==> config.mk <==
export PLATFORM = sky130hd
export DESIGN_NAME = pulse_logic_cell_flat
export DESIGN_NICKNAME = d
export VERILOG_FILES = /design/src/rtl/pulse_logic_cell_if.sv /design/src/rtl/pulse_logic_cell.sv /design/src/flat_wrapper.sv
export SDC_FILE = /design/constraint.sdc
export NUM_CORES = 1
export LEC_CHECK = 0
export CAP_MARGIN = 40
export CORE_MARGIN = 2
export CORE_UTILIZATION = 46
export CTS_CLUSTER_SIZE = 16
export DETAILED_ROUTE_END_ITERATION = 16
export PLACE_DENSITY = 0.74
export RECOVER_POWER = 100
export SLEW_MARGIN = 15
export SYNTH_ARGS = -nofsm -noshare
export SYNTH_HDL_FRONTEND = slang
export SYNTH_SLANG_ARGS = --single-unit
==> constraint.sdc <==
create_clock -name clk -period 2.3 [get_ports clk]
set_input_delay 0.345 -clock clk [delete_from_list [all_inputs] [get_ports clk]]
set_output_delay 0.345 -clock clk [all_outputs]
set_load 0.02 [all_outputs]
==> src/rtl/pulse_logic_cell_if.sv <==
// Bundle for the pulse logic cell: toggle-encoded inputs, violation clear,
// and the result/status signals that come back from the cell.
interface pulse_logic_cell_if #(
  parameter int N     = 2,
  parameter int CNT_W = 8
);
  logic [N-1:0]     din;
  logic             evt;
  logic             viol_clr;
  logic             out;
  logic [N-1:0]     pending;
  logic             viol;
  logic [CNT_W-1:0] viol_cnt;

  modport master (
    output din, evt, viol_clr,
    input  out, pending, viol, viol_cnt
  );

  modport slave (
    input  din, evt, viol_clr,
    output out, pending, viol, viol_cnt
  );
endinterface

==> src/rtl/pulse_logic_cell.sv <==
// Clocked emulation of a pulse-logic gate: toggle-encoded arrivals accumulate,
// a toggle-encoded eval fires XOR/OR/AND after a fixed delay, hold misses counted.
module pulse_logic_cell #(
  parameter int N          = 2,
  parameter int MODE       = 0,
  parameter int DELAY_CYC  = 5,
  parameter int HOLD_CYC   = 2,
  parameter int OUT_TOGGLE = 1,
  parameter int CNT_W      = 8
) (
  input logic              clk,
  input logic              rst_n,
  pulse_logic_cell_if.slave cell_if
);

  localparam int HW = (HOLD_CYC > 0) ? $clog2(HOLD_CYC + 1) : 1;
  localparam int PW = $clog2(N + 1);
  localparam int SW = CNT_W + PW;

  logic                 armed_q, armed_d;
  logic [N-1:0]         dinHist_q, dinHist_d;
  logic                 evtHist_q, evtHist_d;
  logic [N-1:0]         pending_q, pending_d;
  logic [DELAY_CYC-1:0] pipe_q, pipe_d;
  logic                 out_q, out_d;
  logic [HW-1:0]        holdCnt_q, holdCnt_d;
  logic                 viol_q, viol_d;
  logic [CNT_W-1:0]     violCnt_q, violCnt_d;

  logic [N-1:0]  arrival;
  logic [N-1:0]  evalSet;
  logic [N-1:0]  violBits;
  logic [PW-1:0] setCnt;
  logic [PW-1:0] violCount;
  logic [SW-1:0] cntSum;
  logic          evalHit;
  logic          fireRaw;
  logic          fire;
  logic          holdActive;
  logic          emerge;

  // Same-edge arrivals join the evaluation they coincide with, so the
  // function is taken over pending OR arrivals, then pending is wiped.
  always_comb begin
    arrival    = armed_q ? (cell_if.din ^ dinHist_q) : '0;
    evalHit    = armed_q & (cell_if.evt ^ evtHist_q);
    evalSet    = pending_q | arrival;
    holdActive = (holdCnt_q != '0);
    violBits   = holdActive ? arrival : '0;

    setCnt    = '0;
    violCount = '0;
    for (int i = 0; i < N; i++) begin
      setCnt    = setCnt + PW'(evalSet[i]);
      violCount = violCount + PW'(violBits[i]);
    end

    if (MODE == 0)      fireRaw = setCnt[0];
    else if (MODE == 1) fireRaw = |evalSet;
    else                fireRaw = &evalSet;
    fire = evalHit & fireRaw;

    armed_d   = 1'b1;
    dinHist_d = cell_if.din;
    evtHist_d = cell_if.evt;
    pending_d = evalHit ? '0 : evalSet;

    pipe_d = (pipe_q << 1) | DELAY_CYC'(fire);
    emerge = pipe_q[DELAY_CYC-1];
    out_d  = (OUT_TOGGLE != 0) ? (out_q ^ emerge) : emerge;

    if (evalHit)         holdCnt_d = HW'(HOLD_CYC);
    else if (holdActive) holdCnt_d = holdCnt_q - HW'(1);
    else                 holdCnt_d = holdCnt_q;

    // A clear and a fresh violation in the same cycle: the violation survives.
    cntSum    = (cell_if.viol_clr ? SW'(0) : SW'(violCnt_q)) + SW'(violCount);
    violCnt_d = (cntSum > SW'({CNT_W{1'b1}})) ? {CNT_W{1'b1}} : cntSum[CNT_W-1:0];
    viol_d    = (cell_if.viol_clr ? 1'b0 : viol_q) | (violCount != '0);
  end

  always_ff @(posedge clk or negedge rst_n) begin
    if (!rst_n) begin
      armed_q   <= 1'b0;
      dinHist_q <= '0;
      evtHist_q <= 1'b0;
      pending_q <= '0;
      pipe_q    <= '0;
      out_q     <= 1'b0;
      holdCnt_q <= '0;
      viol_q    <= 1'b0;
      violCnt_q <= '0;
    end else begin
      armed_q   <= armed_d;
      dinHist_q <= dinHist_d;
      evtHist_q <= evtHist_d;
      pending_q <= pending_d;
      pipe_q    <= pipe_d;
      out_q     <= out_d;
      holdCnt_q <= holdCnt_d;
      viol_q    <= viol_d;
      violCnt_q <= violCnt_d;
    end
  end

  assign cell_if.out      = out_q;
  assign cell_if.pending  = pending_q;
  assign cell_if.viol     = viol_q;
  assign cell_if.viol_cnt = violCnt_q;

endmodule
==> src/flat_wrapper.sv <==
// flat-port wrapper written by rule: the top's interface ports become plain ports
module pulse_logic_cell_flat 
#(
  parameter int N          = 2,
  parameter int MODE       = 0,
  parameter int DELAY_CYC  = 5,
  parameter int HOLD_CYC   = 2,
  parameter int OUT_TOGGLE = 1,
  parameter int CNT_W      = 8
)
  (clk, rst_n, cell_if_din, cell_if_evt, cell_if_viol_clr, cell_if_out, cell_if_pending, cell_if_viol, cell_if_viol_cnt);
  pulse_logic_cell_if #(.N(N), .CNT_W(CNT_W)) cell_if_i ();
  input logic clk;
  input logic rst_n;
  input wire logic [$bits(cell_if_i.din)-1:0] cell_if_din;
  input wire logic [$bits(cell_if_i.evt)-1:0] cell_if_evt;
  input wire logic [$bits(cell_if_i.viol_clr)-1:0] cell_if_viol_clr;
  output wire logic [$bits(cell_if_i.out)-1:0] cell_if_out;
  output wire logic [$bits(cell_if_i.pending)-1:0] cell_if_pending;
  output wire logic [$bits(cell_if_i.viol)-1:0] cell_if_viol;
  output wire logic [$bits(cell_if_i.viol_cnt)-1:0] cell_if_viol_cnt;
  assign cell_if_i.din = cell_if_din;
  assign cell_if_i.evt = cell_if_evt;
  assign cell_if_i.viol_clr = cell_if_viol_clr;
  assign cell_if_out = cell_if_i.out;
  assign cell_if_pending = cell_if_i.pending;
  assign cell_if_viol = cell_if_i.viol;
  assign cell_if_viol_cnt = cell_if_i.viol_cnt;
  pulse_logic_cell #(.N(N), .MODE(MODE), .DELAY_CYC(DELAY_CYC), .HOLD_CYC(HOLD_CYC), .OUT_TOGGLE(OUT_TOGGLE), .CNT_W(CNT_W)) u_core (.clk(clk), .rst_n(rst_n), .cell_if(cell_if_i));
endmodule
==> flow_summary.ini <==
[outcome]
status = completed

[die]
start_util_pct = 48.4
die_y_um = 52
core_region_area_sq_um = 2190
rows = 17
die_x_um = 52
die-area_sq_um = 2700
num_io_pins = 18

[cts]
clock_latency_ps = 310
cts_tree = done
cts_made_buffers = 3
h-tree-depth = 1
clock_path_buffers = 2
path_clk_slew_ps = 120
ctsHoldBuffers = 0
cts_sinks = 23
cts_root_buffer = clkbuf_4

[synth]
synth-seq-cells = 23
synthCells = 93
async_reset_ff_share_pct = 100
yosys.area.top_type = dfrtp_1
yosysWarnings = 0
synth_top_area_share_pct = 54.3
syn_nets = 105
synth.distinct_cells = 33
ys_seq_area_share_pct = 54.3
synth_area_sq_um = 1060
synth-edff-count = 0
avgSynthCellArea_sq_um = 11.4
synth.area.top_cells = dfrtp_1 (54%), ha_1 (5.9%), xor2_1 (4.1%), inv_1 (2.8%), nand2b_1 (2.4%)
synth_ff_type = dfrtp_1

[grt]
grt.total_usage_pct = 18.0
grt_overflow_total = 0
grt_first_pass_wirelength_mm = 3.43
first_global_vias = 801
grt_max_degree = 24
antenna_found_initial = 0

[critical_path]
r2r_end = u_core.cell_if.viol_cnt[6]$_DFF_PN0_
required_ps = 2540
reg2reg_from = u_core.holdCnt_q[0]$_DFFE_PN0P_
critPathLaunchType = register
cp_max_fo = 4
critPathCaptureType = register
critPathLaunch = u_core.holdCnt_q[0]$_DFFE_PN0P_
rrSetupSlack_ps = 90
worst-setup-path-type = register to register
arrival_ps = 2450
critPathCapture = u_core.cell_if.viol_cnt[6]$_DFF_PN0_
reg2regPathDepth = 10

[layout]
areaGrowthSynthToFinish_pct = 30.6
nets = 136
layout_commonest_cell = dfrtp_1
final_cell_mix = dfrtp_1 (23), dlygate4sd3_1 (14), inv_1 (8)
nFillCells = 183
diodes = 0
regArea_sq_um = 576
layout-drive-gt1-share_pct = 20.3
multi_input_area_sq_um = 482

[placed_design]
port-buffer-count = 17
dp_hpwl_mm = 1.57
place_ws_ps = -381
routabilityCongestion = 0.884

[routing]
drt-pass1-iter-count = 4
ant_nets = 0
drc = 0
totalWireLength_mm = 2.05
wire_per_inst_um = 13.6
via_count = 772
routed_via_density = 5.11
first_iter_violations = 10

[power]
totalPowerFinal_mw = 1.07
vdd_drop_max_uv = 544
power.density_nw_per_um2 = 770
p_leak_nw = 0.693

[sta]
rsz0062_at_grt = true
worstMarginPinSlew_ps = 1190
hold_ws_ps = 363
drv_slew = 0
fmax_ghz = 0.452
setup_slack_ps = 89.1
fin_crit_ps = 2210
finClkSkew_ps = 4.20
hold_viol = 0
slew-limit-headroom_pct = 20.6
fin_crit_sh_pct = 96.1
setup_viol = 0

[flow_run]
maxCapViolCount = 0

[hold_path]
hp-class = register to register
## cells in the mapped netlist, drive strengths merged, types with 2 or more instances
| library cell | count |
|---|---|
| a31oi | 2 |
| nor2 | 6 |
| a211oi | 2 |
| and3 | 2 |
| ha | 5 |
| xor2 | 5 |
| nor3 | 2 |
| nand2b | 4 |
| mux2i | 2 |
| dfrtp | 23 |
| a21oi | 4 |
| o211ai | 2 |
| nand2 | 6 |
| inv | 8 |
| and2b | 3 |
## stage by stage
step           area (sq um)  std cells  utilization (%)  setup TNS (ps)
5_1_grt                1380        151             63.2            -183
3_3_place_gp           1310        145             60.0           -1990
2_1_floorplan          1060         93                -               0
3_5_place_dp           1310        145             60.0           -2630
4_1_cts                1350        150             61.7               0
6_report               1380        151             63.2               0
## layer usage
metal	global-route usage, %	up-vias	wire length (um)
met4	7.46	0	14
met2	31.0	10	1110
met3	6.32	2	63
met1	19.9	382	866
met5	0	-	0
li1	-	378	-
## kinds of logic after synthesis
kind of cell | count (synthesis) | share of synthesized area, %
buffers and inverters | 9 | 3.90
xor gates and xnor gates | 6 | 4.96
other | 1 | 0.354
muxes | 3 | 2.95
DFF | 23 | 54.3
AOI/OAI and AO/OA | 15 | 9.56
adders and majority gates | 6 | 7.79
and+or+nand+nor | 30 | 16.2
## state kept, by name (all words and copies together) (netlist names)
| name | flops |
|---|---|
| u_core.cell_if.viol_cnt | 8 |
| u_core.evtHist_q | 1 |
| u_core.cell_if.pending | 2 |
| u_core.holdCnt_q | 2 |
| u_core.cell_if.out | 1 |
| u_core.dinHist_q | 2 |
| u_core.cell_if.viol | 1 |
| u_core.pipe_q | 5 |
| u_core.armed_q | 1 |
## where the power goes
part / internal, mW / switching, mW / total [mW]
Combinational: 0.187 / 0.188 / 0.374
Clock: 0.0677 / 0.113 / 0.181
Sequential: 0.472 / 0.0383 / 0.511
Total: 0.726 / 0.339 / 1.07
## how the worst min path moves through the flow
stage	from	to	slack, ps	depth (start not counted)
2_1_floorplan	rst_n	u_core.armed_q$_DFF_PN0_	50	0
3_3_place_gp	u_core.pipe_q[1]$_DFF_PN0_	u_core.pipe_q[2]$_DFF_PN0_	330	0
3_5_place_dp	u_core.pipe_q[3]$_DFF_PN0_	u_core.pipe_q[4]$_DFF_PN0_	340	0
4_1_cts	rst_n	u_core.cell_if.pending[1]$_DFF_PN0_	370	2
5_1_grt	u_core.pipe_q[0]$_DFF_PN0_	u_core.pipe_q[1]$_DFF_PN0_	370	0
6_report	u_core.pipe_q[0]$_DFF_PN0_	u_core.pipe_q[1]$_DFF_PN0_	360	0
## worst max-delay path: stages, from the launching register on
cell,delay (ps)
dfrtp_1,380
inv_1,60
ha_1,220
nor2b_2,170
nand2_2,110
ha_4,280
ha_2,180
fa_2,210
nand2_2,70
nor3_1,260
mux2i_1,210
## area by class of cell
cell class	count	area share, %
sequential	23	41.6
multi-input combinational	61	34.8
timing repair buffer	27	17.0
tap	28	2.53
inverter	8	2.17
clock buffer	4	1.90
## what timing repair did
item                       4_1_cts  5_1_grt
gates resized for setup          2        7
pin swaps                        0        2
buffers inserted                 1        1
setup endpoints to repair        7        8
No activity file was read; power rests on OpenSTA's default activity.
